==> src/rtl/slot_pkg.sv <==
// Shared types and constants for the slot-machine credit path.
package slot_pkg;

  localparam int SCORE_W  = 4;
  localparam int CREDIT_W = 7;
  localparam int BCD_W    = 4;

  localparam logic [SCORE_W-1:0] PAY_NONE   = 4'd0;
  localparam logic [SCORE_W-1:0] PAY_PAIR   = 4'd1;
  localparam logic [SCORE_W-1:0] PAY_TRIPLE = 4'd5;
  localparam logic [SCORE_W-1:0] PAY_QUAD   = 4'd10;

  typedef enum logic [2:0] {
    ST_IDLE     = 3'd0,
    ST_CHARGE   = 3'd1,
    ST_SPINNING = 3'd2,
    ST_AWAIT    = 3'd3,
    ST_PAYOUT   = 3'd4,
    ST_OVER     = 3'd5
  } bank_state_t;

endpackage

==> src/rtl/credit_bank_bcd_split.sv <==
// Combinational binary (0..99) to two-digit BCD; values above 99 report tens = 9.
module bcd_split
  import slot_pkg::*;
(
  input  logic [CREDIT_W-1:0] i_bin,
  output logic [BCD_W-1:0]    o_tens,
  output logic [BCD_W-1:0]    o_ones
);

  logic [BCD_W-1:0] w_tens;

  // Threshold compare chain instead of a divider: only ten possible tens values.
  always_comb begin
    w_tens = '0;
    for (int t = 1; t < 10; t++) begin
      if (i_bin >= CREDIT_W'(t * 10)) w_tens = BCD_W'(t);
    end
  end

  assign o_tens = w_tens;
  assign o_ones = BCD_W'(i_bin - (CREDIT_W'(w_tens) * CREDIT_W'(10)));

endmodule

==> src/rtl/credit_bank.sv <==
// Player-credit controller: charges one spin per button press, holds the core's spin
// request, collects the score (or refunds on timeout) and shows the balance in BCD.
module credit_bank
  import slot_pkg::*;
#(
  parameter int START_CREDITS  = 10,
  parameter int MAX_CREDITS    = 99,
  parameter int SPIN_COST      = 1,
  parameter int SPIN_HOLD      = 4900,
  parameter int RESULT_TIMEOUT = 7000
) (
  input  logic                i_clk,
  input  logic                i_rst_n,
  input  logic                i_spin_btn,
  input  logic [SCORE_W-1:0]  i_score,
  input  logic                i_score_valid,
  output logic                o_spin,
  output logic [CREDIT_W-1:0] o_credits,
  output logic [BCD_W-1:0]    o_credits_tens,
  output logic [BCD_W-1:0]    o_credits_ones,
  output logic                o_busy,
  output logic                o_game_over
);

  localparam int CNT_MAX = (SPIN_HOLD > RESULT_TIMEOUT) ? SPIN_HOLD : RESULT_TIMEOUT;
  localparam int CNT_W   = (CNT_MAX < 2) ? 1 : $clog2(CNT_MAX);

  localparam logic [CREDIT_W-1:0] COST_C     = CREDIT_W'(SPIN_COST);
  localparam logic [CREDIT_W-1:0] MAX_C      = CREDIT_W'(MAX_CREDITS);
  localparam logic [CREDIT_W-1:0] START_C    = CREDIT_W'(START_CREDITS);
  localparam logic [BCD_W-1:0]    START_TENS = BCD_W'(START_CREDITS / 10);
  localparam logic [BCD_W-1:0]    START_ONES = BCD_W'(START_CREDITS % 10);
  localparam logic [CNT_W-1:0]    HOLD_LAST  = CNT_W'(SPIN_HOLD - 1);
  localparam logic [CNT_W-1:0]    TMO_LAST   = CNT_W'(RESULT_TIMEOUT - 1);

  // Add one bit wider than the balance so the ceiling compare never sees a wrapped sum.
  function automatic logic [CREDIT_W-1:0] sat_add(input logic [CREDIT_W-1:0] a,
                                                  input logic [CREDIT_W-1:0] b);
    logic [CREDIT_W:0] s;
    s = {1'b0, a} + {1'b0, b};
    if (s > {1'b0, MAX_C}) return MAX_C;
    return s[CREDIT_W-1:0];
  endfunction

  bank_state_t         r_state;
  bank_state_t         w_next;
  logic                r_sync1;
  logic                r_sync2;
  logic                r_prev;
  logic                w_press;
  logic [CREDIT_W-1:0] r_credits;
  logic [CNT_W-1:0]    r_cnt;
  logic                r_refund;
  logic [SCORE_W-1:0]  r_score;
  logic [CREDIT_W-1:0] w_pay;
  logic [CREDIT_W-1:0] w_paid;
  logic [BCD_W-1:0]    w_tens;
  logic [BCD_W-1:0]    w_ones;
  logic [BCD_W-1:0]    r_tens;
  logic [BCD_W-1:0]    r_ones;

  always_ff @(posedge i_clk or negedge i_rst_n) begin
    if (!i_rst_n) begin
      r_sync1 <= 1'b0;
      r_sync2 <= 1'b0;
      r_prev  <= 1'b0;
    end else begin
      r_sync1 <= i_spin_btn;
      r_sync2 <= r_sync1;
      r_prev  <= r_sync2;
    end
  end

  assign w_press = r_sync2 & ~r_prev;
  assign w_pay   = r_refund ? COST_C : CREDIT_W'(r_score);
  assign w_paid  = sat_add(r_credits, w_pay);

  always_ff @(posedge i_clk or negedge i_rst_n) begin
    if (!i_rst_n) r_state <= ST_IDLE;
    else          r_state <= w_next;
  end

  always_comb begin
    w_next      = r_state;
    o_spin      = 1'b0;
    o_busy      = 1'b1;
    o_game_over = 1'b0;
    case (r_state)
      ST_IDLE: begin
        o_busy = 1'b0;
        if (w_press) w_next = (r_credits >= COST_C) ? ST_CHARGE : ST_OVER;
      end
      ST_CHARGE: w_next = ST_SPINNING;
      ST_SPINNING: begin
        o_spin = 1'b1;
        if (r_cnt == HOLD_LAST) w_next = ST_AWAIT;
      end
      ST_AWAIT: begin
        if (i_score_valid || (r_cnt == TMO_LAST)) w_next = ST_PAYOUT;
      end
      ST_PAYOUT: w_next = (w_paid < COST_C) ? ST_OVER : ST_IDLE;
      ST_OVER: begin
        o_busy      = 1'b0;
        o_game_over = 1'b1;
      end
      default: w_next = ST_IDLE;
    endcase
  end

  // One counter serves both the spin hold and the result timeout; it is
  // cleared on entry to each of those phases.
  always_ff @(posedge i_clk or negedge i_rst_n) begin
    if (!i_rst_n) begin
      r_credits <= START_C;
      r_cnt     <= '0;
      r_refund  <= 1'b0;
      r_tens    <= START_TENS;
      r_ones    <= START_ONES;
    end else begin
      r_tens <= w_tens;
      r_ones <= w_ones;
      case (r_state)
        ST_CHARGE: begin
          r_credits <= r_credits - COST_C;
          r_cnt     <= '0;
        end
        ST_SPINNING: r_cnt <= (r_cnt == HOLD_LAST) ? '0 : r_cnt + 1'b1;
        ST_AWAIT: begin
          r_cnt <= r_cnt + 1'b1;
          if (i_score_valid)          r_refund <= 1'b0;
          else if (r_cnt == TMO_LAST) r_refund <= 1'b1;
        end
        ST_PAYOUT: r_credits <= w_paid;
        default: ;
      endcase
    end
  end

  // Score capture needs no reset: it is always written in AWAIT before PAYOUT reads it.
  always_ff @(posedge i_clk) begin
    if (r_state == ST_AWAIT) begin
      if (i_score_valid)          r_score <= i_score;
      else if (r_cnt == TMO_LAST) r_score <= '0;
    end
  end

  bcd_split u_bcd (
    .i_bin  (r_credits),
    .o_tens (w_tens),
    .o_ones (w_ones)
  );

  assign o_credits      = r_credits;
  assign o_credits_tens = r_tens;
  assign o_credits_ones = r_ones;

endmodule

==> config.mk <==
export PLATFORM = sky130hd
export DESIGN_NAME = credit_bank
export DESIGN_NICKNAME = d
export VERILOG_FILES = /design/src/rtl/slot_pkg.sv /design/src/rtl/credit_bank_bcd_split.sv /design/src/rtl/credit_bank.sv
export SDC_FILE = /design/constraint.sdc
export NUM_CORES = 1
export LEC_CHECK = 0
export ABC_CLOCK_PERIOD_IN_PS = 7190
export CAP_MARGIN = 20
export CORE_MARGIN = 1.5
export CORE_UTILIZATION = 60
export DETAILED_ROUTE_END_ITERATION = 12
export GPL_ROUTABILITY_DRIVEN = 0
export GPL_TIMING_DRIVEN = 0
export PLACE_DENSITY_LB_ADDON = 0.1
export SETUP_SLACK_MARGIN = 0.02
export SYNTH_ARGS = -nofsm -noshare
export SYNTH_HDL_FRONTEND = slang
export SYNTH_SLANG_ARGS = --single-unit
==> constraint.sdc <==
create_clock -name i_clk -period 7.19 [get_ports i_clk]
set_input_delay 0.719 -clock i_clk [delete_from_list [all_inputs] [get_ports i_clk]]
set_output_delay 0.719 -clock i_clk [all_outputs]
set_load 0.03 [all_outputs]
=== Word-level counts from Yosys, hierarchy flattened ===
Cells that the tools add are included.

* Register bits: 39
* Memories: 0
* Bits in latches: 0
* Bits in read-only memories: 0
* RAM bits: 0
* Input bits: 8

* Equal/unequal tests: 10
* Bitwise operators: 3
* Multiplexer cells: 29
* Add/subtract/negate cells: 4
* Div/mod/pow operators: 0
* Shifts and indexed selects: 0
* Reductions and logical operators: 8
* Magnitude comparators: 12
* Multiply operators: 1

{| class="wikitable"
|+ Operator list
! operator !! count
|-
| $pmux W13 S3 || 1
|-
| $mux W3 || 9
|-
| $eq A13 B13 Y1 const B || 2
|-
| $ge A7 B6 Y1 const B || 3
|-
| $ge A7 B7 Y1 const B || 3
|-
| $mux W4 || 5
|-
| $pmux W3 S6 || 1
|-
| $ge A7 B5 Y1 const B || 2
|-
| $mux W7 || 2
|-
| $pmux W7 S2 || 1
|-
| $add A13 B1 Y13 const B || 1
|-
| $mux W13 || 1
|-
| $add A7 B4 Y8 || 1
|-
| $gt A8 B7 Y1 const B || 1
|-
| $ge A7 B1 Y1 const B || 1
|-
| $ge A7 B4 Y1 const B || 1
|-
| $lt A7 B1 Y1 const B || 1
|-
| $mux W1 || 7
|-
| $sub A7 B1 Y7 const B || 1
|-
| $eq A3 B2 Y1 const B || 2
|-
| $eq A3 B3 Y1 const B || 2
|-
| $ne A2 B2 Y1 const B || 3
|-
| $mul A4 B3 Y3 const B || 1
|-
| $mux W2 || 2
|-
| 11 further kinds || 13
|}

=== Depth between registers and ports, before layout ===
* Word-level depth: 12
* Mapped depth: 12
* Gate-level depth less buffers: 12

=== By module ===
Synthesis repeated with hierarchy kept, for this count alone.

* Cells, all modules: 271
* Area, all modules: 2,456.1 um^2

{| class="wikitable"
|+ Modules (own cells, without submodules)
! module !! cells an instance !! area each (um^2) !! instances
|-
| credit_bank || 233 || 2,224.6 || 1
|-
| bcd_split || 38 || 231.5 || 1
|}

=== Least setup slack after synthesis ===
OpenSTA, ideal clock, no wires.

* Path type: reg2reg
* Start: register r_refund
* End: register r_state[2]
* Data arrival time: 2.780 ns
* Clock period less this slack: 2.847 ns
* Required time: 7.124 ns
* Path buffers: 0
* Slack: 4.343 ns
* Stages on the path, launching flop included: 10
* Path through: dfrtp_1 -> or2_2 -> ha_1 -> fa_1 -> a21o_2 -> a2111oi_0 -> o22ai_1 -> or4_4 -> a221oi_2 -> or3_1

* Cells in the longest elaborated chain, start to end: 8

{| class="wikitable"
|+ Ends and longest elaborated chain
! what !! RTL line !! source
|-
| start: declaration || credit_bank.sv:53 || <nowiki>logic r_refund;</nowiki>
|-
| start signal: assignment || credit_bank.sv:116 || <nowiki>r_refund <= 1'b0;</nowiki>
|-
| start signal: assignment || credit_bank.sv:130 || <nowiki>if (i_score_valid) r_refund <= 1'b0;</nowiki>
|-
| start signal: assignment || credit_bank.sv:131 || <nowiki>else if (r_cnt == TMO_LAST) r_refund <= 1'b1;</nowiki>
|-
| $mux W4 * || credit_bank.sv:75 || <nowiki>assign w_pay = r_refund ? COST_C : CREDIT_W'(r_score);</nowiki>
|-
| $add A7 B4 Y8 * || credit_bank.sv:40 || <nowiki>s = {1'b0, a} + {1'b0, b};</nowiki>
|-
| $gt A8 B7 Y1 || credit_bank.sv:41 || <nowiki>if (s > {1'b0, MAX_C}) return MAX_C;</nowiki>
|-
| $mux W1 || credit_bank.sv:41 ||
|-
| $mux W7 * || credit_bank.sv:42 || <nowiki>return s[CREDIT_W-1:0];</nowiki>
|-
| $lt A7 B1 Y1 * || credit_bank.sv:101 || <nowiki>ST_PAYOUT: w_next = (w_paid < COST_C) ? ST_OVER : ST_IDLE;</nowiki>
|-
| $mux W3 * || credit_bank.sv:101 ||
|-
| $pmux W3 S6 * || credit_bank.sv:88 || <nowiki>case (r_state)</nowiki>
|-
| end signal: assignment || credit_bank.sv:80 || <nowiki>else r_state <= w_next;</nowiki>
|-
| end: declaration || credit_bank.sv:45 || <nowiki>bank_state_t r_state;</nowiki>
|}

Every way passes the cells marked *; elsewhere a longest branch is shown, timed or not.
A chain may end at the register's enable or synchronous reset.

=== Worst setup path in the final report ===
Ends and elaborated chain as after synthesis.

==> out/results.ini <==
[sta]
rsz0062_at_grt = no
finalHoldViolations = 0
fin_worst_skew_ns = 0.00778
setup_viol = 0
worstMarginPinSlew_ns = 0.782
finalMaxSlewViolations = 0
fin_tns_setup_ns = 0
fmax_mhz = 320
period_minus_slack_ns = 3.13
fin_crit_sh_pct = 43.5
max-slew-margin-rel_pct = 47.9

[pwr]
seq_power_share_pct = 27.1
p_per_area_nw_per_um2 = 464
switching_share_pct = 45.9
clkPwrFrac_pct = 13.2
vdd_ir_drop_max_mv = 0.259
p_comb_share_pct = 59.7
p_sw_uw = 602
p_leak_nw = 1.16
p_int_uw = 710

[global_routing]
grt_pass1_vias = 1932
grt_max_degree = 36
grt-ovfl-total = 0
track_usage_pct = 26.2
grt_first_pass_wirelength_mm = 8.75
antenna_found_initial = 0

[synth]
yosys_warnings = 0
synth_area_leader_cell = dfrtp_1
syn_inst = 268
synth_ff_type = dfrtp_1
yosysSeqAreaShare_pct = 41.4
async_flop_share_pct = 89.7
ys_seq_elements = 39
synth_cell_types = 56
syn_nets = 287
synth_enable_flop_cells = 4
yosysTopAreaCellShare_pct = 33.1
yosys-top-cells-area = dfrtp_1 33%, o21ai_0 6.0%, edfxtp_1 5.0%, ha_1 4.7%, a21oi_1 3.3%
syn-cell-area_um2 = 2420
syn_avg_cell_area_um2 = 9.02

[setup_path]
r2r_slack_ns = 4.06
endpoint = r_state[2]
worstReg2RegStart = r_refund
end_kind = register
cp.required_ns = 7.42
worstSetupPathType = reg -> reg
worstPathArrival_ns = 3.36
cp_max_fo = 5
start_kind = register
startpoint = r_refund
r2r-end = r_state[2]
reg2regPathDepth = 9

[cts]
cts.clk_slew.worst_paths_ns = 0.08
tritoncts = yes
cts_root_buf = clkbuf_8
cts_sinks = 39
post_cts_buffers = 0
clockBufferDepth = 2
numCtsBuffers = 5
cts_max_level = 2
cts_resized = 0
hold_buffers = 0
clk_latency_ns = 0.30

[drt]
ant_nets = 0
drc = 0
num_vias = 2115
detail_route.first_pass.iterations = 5
detail_route.wl_per_cell_um = 15.0
routed_via_density = 6.06
wl_mm = 5.24
drt-initial-drc-count = 250

[final_layout]
finalNetCount = 319
final_util_pct = 75.0
area_delta_synth_final_pct = 17.1
drive_above_1_share_pct = 9.97
finish.instance_area_um2 = 2830
final_cell_mix = 32 x dfrtp_1, 29 x o21ai_0, 24 x clkdlybuf4s50_1
final_common_cell = dfrtp_1
diodes = 0

[die]
rows = 22
core_um2 = 3770
die_w_um = 66.5
pin_count = 26
die-area_um2 = 4420
die_h_um = 66.5
start_util_pct = 64.1

[placed_design]
place_area_um2 = 2720
detailed_place_hpwl_mm = 3.72
port_buffers = 25

[run_status]
status = finished clean

[run]
max_cap_viol_count = 0

[worst_hold_path]
min_path_type = reg -> reg

[worst min-delay path by stage]
stage	startpoint	end	slack (ns)	cells after the start
CTS	r_sync1	r_sync2	0.37	0
finish	r_sync1	r_sync2	0.37	0
floorplan	r_sync1	r_sync2	0.33	0
global placement	r_sync1	r_sync2	0.33	0
global route	r_sync1	r_sync2	0.37	0
detailed placement	r_sync1	r_sync2	0.35	0
[Yosys cell counts, types with 2 or more instances]
library cell,n
dfrtp_1,32
o21ai_0,29
nor2_1,21
nand2_1,18
a21oi_1,16
clkbuf_1,11
nand3_1,11
inv_1,10
nand2b_1,10
ha_1,9
and3_1,7
xor2_1,7
and2_1,6
nor2b_1,5
edfxtp_1,4
nor3_1,4
nor4_1,4
or2_2,4
xnor2_1,4
a31oi_1,3
buf_4,3
dfstp_2,3
o21ai_1,3
or3_1,3
a2111oi_0,2
buf_2,2
fa_1,2
nand3b_1,2
nor4b_1,2
o211ai_1,2
o221ai_1,2
o22ai_1,2
o31ai_1,2
[stage by stage]
step | hold WS, ns | setup slack, ns | power (mW) | std cells
floorplan | 0.331 | 4.34 | 0.914 | 268
global placement | 0.332 | 4.09 | 1.11 | 341
detailed placement | 0.352 | 4.08 | 1.14 | 341
CTS | 0.370 | 4.04 | 1.31 | 349
global route | 0.369 | 3.83 | 1.40 | 349
finish | 0.365 | 4.06 | 1.31 | 349
[final cells by class]
type,instances,area [um^2]
clock inverter,2,13.8
multi-input combinational,202,1300
buffer,17,77.6
timing repair buffer,25,245
tap,48,60.1
fill,272,942
inverter,10,37.5
clock buffer,6,93.8
sequential,39,1000
[logic make-up after synthesis]
kind of cell               after synthesis  share of synthesized area (%)
and+or+nand+nor                        106                           23.9
DFF                                     39                           41.4
AOI/OAI and AO/OA                       72                           18.6
buffers and inverters                   27                           4.76
muxes                                    2                           1.09
xor gates and xnor gates                11                           3.99
adders and majority gates               11                           6.32
[state kept, by name, summed over array words and instances (netlist names)]
| name | count |
|---|---|
| r_state | 3 |
| o_credits | 7 |
| r_cnt | 13 |
| r_sync2 | 1 |
| r_sync1 | 1 |
| r_score | 4 |
| o_credits_tens | 4 |
| r_refund | 1 |
| r_prev | 1 |
| o_credits_ones | 4 |
[power by group through the flow]
| stage | Sequential, mW | Clock [mW] | Combinational [mW] |
|---|---|---|---|
| global route | 0.366 | 0.183 | 0.855 |
| CTS | 0.355 | 0.173 | 0.781 |
| global placement | 0.357 | 0 | 0.754 |
| finish | 0.356 | 0.173 | 0.784 |
| floorplan | 0.426 | 0 | 0.488 |
| detailed placement | 0.359 | 0 | 0.777 |
[worst max-delay path: stages, from the launching register on]
cell and delay (ns):
dfrtp_1 0.43, or2_2 0.32, ha_1 0.23, fa_1 0.45
a21o_2 0.23, a2111oi_0 0.40, o22ai_1 0.19, or4_4 0.47
a221oi_2 0.23, or3_1 0.13
[layer usage]
metal | vias to the layer above | track usage [%] | wire length [um] | part of all wire, %
li1 | 1027 | - | - | -
met1 | 1004 | 35.0 | 2350 | 45
met2 | 73 | 41.3 | 2500 | 48
met3 | 11 | 5.74 | 282 | 5.4
met4 | 0 | 11.0 | 110 | 2.1
met5 | - | 0 | 0 | 0
Power figures use the tool's default switching activity.
==> variant 1: new RTL, config.mk and constraints unchanged <==
The 6 states of `bank_state_t` get a one-hot encoding in 6 bits.
--- a/src/rtl/slot_pkg.sv
+++ b/src/rtl/slot_pkg.sv
@@ -10,13 +10,13 @@
   localparam logic [SCORE_W-1:0] PAY_TRIPLE = 4'd5;
   localparam logic [SCORE_W-1:0] PAY_QUAD   = 4'd10;
 
-  typedef enum logic [2:0] {
-    ST_IDLE     = 3'd0,
-    ST_CHARGE   = 3'd1,
-    ST_SPINNING = 3'd2,
-    ST_AWAIT    = 3'd3,
-    ST_PAYOUT   = 3'd4,
-    ST_OVER     = 3'd5
+  typedef enum logic [5:0] {
+    ST_IDLE     = 6'b000001,
+    ST_CHARGE   = 6'b000010,
+    ST_SPINNING = 6'b000100,
+    ST_AWAIT    = 6'b001000,
+    ST_PAYOUT   = 6'b010000,
+    ST_OVER     = 6'b100000
   } bank_state_t;
 
 endpackage
Behaviour: no difference found for any inputs over 10 cycles, from zero or initial values and one cycle with i_rst_n low; not proved beyond that.
==> variant 1 against the unedited design <==
Worst setup slack improved by 0.0075 ns. Area after synthesis rose by 0.21%. Die area grew 0.20%. Total power decreased by 7.2%. Sequential cell count rose by 3. Final area up 0.27%. Hold slack gained 0.00058 ns. Routed wire length down 9.1%. Global-route usage down 1.1 points.
==> variant 1: results (changes against the unedited design) <==
* Run status: finished, final reports clean (unchanged)
* #MultiIn Comb at 183 (was 202)
* Critical Path End: o_busy (was r_state[2])
* GR Util met1 at 31.4% (was 35.0%)
* FFs & Latches at 42 (was 39)
* Clock power share at 14.9% (was 13.2%)
* WL met1 at 2.20 mm (was 2.35 mm)
* Area of the multi-input gates at 0.00126 mm2 (was 0.00130 mm2)
* Switching pwr at 0.519 mW (was 0.602 mW)
* Drt first pass iters at 4 (was 5)
* Met2 usage at 42.9% (was 41.3%)
* Area contributors post-synth: dfrtp_1 (35%), edfxtp_1 (5.0%), xnor2_1 (4.7%) (was dfrtp_1 (33%), o21ai_0 (6.0%), edfxtp_1 (5.0%))
* Sequential cell area share at 37.9% (was 35.3%)
* Layout Utilization at 75.2% (was 75.0%)
* Final clock-cell share at 3.88% (was 3.80%)
* Global-route wire length before repair at 8.29 mm (was 8.75 mm)
* Layout Skew at 0.00626 ns (was 0.00778 ns)
* Non-clk buf share at 10.0% (was 11.4%)
* Fraction of layout cells with a size suffix above 1 at 8.63% (was 9.97%)
* Pre-CTS setup slack at 4.37 ns (was 4.08 ns)
* M3 GR Usage at 4.90% (was 5.74%)
* Largest net degree at the start of global routing at 39 (was 36)
* Met3 Wirelength at 148 um (was 282 um)
* CP startpoint: r_state[2] (was r_refund)
* Period utilization at 43.4% (was 43.5%)
* Post-synth net total at 264 (was 287)
* WP data arrival at 2.40 ns (was 3.36 ns)
* Critical path's top delay family: simple AND/OR/NAND/NOR gates (was compound AO/OA/AOI/OAI gates)
* P_leak at 1.26 nW (was 1.16 nW)
* Inverters excl. clock at 11 (was 10)
* Number of global-route vias before repair at 1851 (was 1932)
* Routed WL per cell at 14.6 um (was 15.0 um)
[variant 1: cells by family (layout without fill, tap and decap cells)]
family                     Yosys count  after routing  share of synthesized area, %
AOI/OAI and AO/OA                   41             41                          11.7
buffers and inverters               20             53                          3.31
DFF                                 42             42                          44.4
adders and majority gates           13             13                          7.13
xor gates and xnor gates            22             22                          7.96
and+or+nand+nor                    106            106                          25.1
muxes                                1              1                         0.413
[variant 1: worst register-to-register path: stages (launching register included)]
cell      delay (ns)
dfrtp_1         0.43
or2_2           0.31
ha_1            0.21
fa_1            0.42
a21o_1          0.21
a21oi_1         0.38
nor2_1          0.07
o21ai_0         0.37
nand4_1         0.17
o221ai_1        0.22
[variant 1: how the worst min path moves through the flow]
stage | start | to | slack (ns)
after floorplan | r_sync1 | r_sync2 | 0.33
after global placement | r_sync1 | r_sync2 | 0.35
after detailed placement | r_sync1 | r_sync2 | 0.34
after CTS | r_sync1 | r_sync2 | 0.37
after global routing | r_sync1 | r_sync2 | 0.38
final | r_sync1 | r_sync2 | 0.37
==> variant 2: new RTL, same settings <==
Without the edit above. Set the parameter `RESULT_TIMEOUT` to 3500 (it was 7000).
--- a/src/rtl/credit_bank.sv
+++ b/src/rtl/credit_bank.sv
@@ -7,7 +7,7 @@
   parameter int MAX_CREDITS    = 99,
   parameter int SPIN_COST      = 1,
   parameter int SPIN_HOLD      = 4900,
-  parameter int RESULT_TIMEOUT = 7000
+  parameter int RESULT_TIMEOUT = 3500
 ) (
   input  logic                i_clk,
   input  logic                i_rst_n,
Formal check against the unedited RTL: no difference found for any inputs over 10 cycles, from zero or initial values and one cycle with i_rst_n low; that may be too few to reach the edited logic, so the function may still have changed.
==> variant 2 against the unedited design <==
Routed wire length up 8.0%. Clock skew fell by 0.0025 ns. Area after synthesis is 4.8% higher. Sequential cell count is the same. Die area is 4.5% higher. Critical path type unchanged. First-iteration DRC count is 1.6% lower. Final area up 4.2%. Global-route usage rose by 1.1 points. Worst setup slack better by 0.071 ns.
Power is left out: it rests on default switching activity, and per cell area and clock period it moved more than threefold.
==> variant 2: results (changes against the unedited design) <==
* Yosys cell types at 59 (was 56)
* Proportion of synthesized area in mux cells at 0.445% (was 1.09%)
* Clock root cell: clkbuf_8 (unchanged)
* GR Util met1 at 38.9% (was 35.0%)
* M3 GR Usage at 4.11% (was 5.74%)
* Fraction of layout cells with a size suffix above 1 at 10.2% (was 9.97%)
* Post-synthesis compound-gate area fraction at 22.3% (was 18.6%)
* WL met2 at 2.62 mm (was 2.50 mm)
* Vias per cell at 6.19 (was 6.06)
* Most flops, register: r_cnt (unchanged)
* WL met1 at 2.63 mm (was 2.35 mm)
* Slew HR at 49.8% (was 47.9%)
* Number of global-route vias before repair at 2022 (was 1932)
* Synth Area per Inst at 8.76 um2 (was 9.02 um2)
* Pre-CTS setup slack at 4.20 ns (was 4.08 ns)
* ANT cells at 0 (unchanged)
* Crit-path max FO at 6 (was 5)
* GRT Util Overall at 27.4% (was 26.2%)
* Met3 Wirelength at 309 um (was 282 um)
* Crit-path slowest cell: fa_1 (was or4_4)
* Initial DRC count at 246 (was 250)
* Area contributors post-synth: dfrtp_1 (32%), edfxtp_1 (4.7%), ha_1 (4.4%) (was dfrtp_1 (33%), o21ai_0 (6.0%), edfxtp_1 (5.0%))
* Post-synth top cells: dfrtp_1 (32), nand2_1 (24), nor2_1 (21), o21ai_0 (20), a21oi_1 (15) (was dfrtp_1 (32), o21ai_0 (29), nor2_1 (21), nand2_1 (18), a21oi_1 (16))
* Worst hold path type: flop to flop (unchanged)
* Port-buffer cells at 25 (unchanged)
* Drt total wl at 5.66 mm (was 5.24 mm)
* Global-route wire length before repair at 9.38 mm (was 8.75 mm)
* Sequential area share after synthesis at 39.5% (was 41.4%)
* Drt first pass iters at 5 (unchanged)
* Layout Skew at 0.00527 ns (was 0.00778 ns)
* Highest routed layer: met4 (unchanged)
* WP data arrival at 3.25 ns (was 3.36 ns)
* Run status: finished, final reports clean (unchanged)
* DP HPWL at 4.11 mm (was 3.72 mm)
* Crit path largest cell delay at 0.49 ns (was 0.47 ns)
* Met2 usage at 41.4% (was 41.3%)
* Routed WL per cell at 15.2 um (was 15.0 um)
* Post-synth net total at 308 (was 287)
* Final setup violation count at 0 (unchanged)
* Synth Area in XOR/XNOR at 3.46% (was 3.99%)
* Critical path's top delay family: compound AO/OA/AOI/OAI gates (unchanged)
* Antenna violations before repair at 0 (unchanged)
* Post-synthesis adder-cell area fraction at 6.03% (was 6.32%)
* Placed Instance Area at 0.00284 mm2 (was 0.00272 mm2)
* Inst Count DP at 364 (was 341)
* Resize count post-CTS at 0 (unchanged)
* Final #Nets at 340 (was 319)
[variant 2: changes by cell type after synthesis, moves of 4 or more]
cell and change:
and3_1 -6, nand2_1 +6, nand2b_1 -7, nor3_1 +10, o21ai_0 -9, o21ai_1 +7
o31ai_1 +4
[variant 2: final cells by class]
class | count | area [um2]
buffer | 21 | 111
clock buffer | 6 | 93.8
clock inverter | 2 | 13.8
fill | 323 | 1080
inverter | 13 | 48.8
multi-input combinational | 216 | 1370
sequential | 39 | 1000
tap | 50 | 62.6
timing repair buffer | 25 | 245
[variant 2: worst paths after layout]
kind                           from  slack (ns)           end
max in group asynchronous   i_rst_n        6.23  o_credits[2]
setup / recovery           r_refund        4.14  o_credits[0]
min in group asynchronous   i_rst_n        0.48  o_credits[4]
hold / removal              r_sync1        0.36       r_sync2
setup reg to reg           r_refund        4.14  o_credits[0]
hold reg to reg             r_sync1        0.36       r_sync2
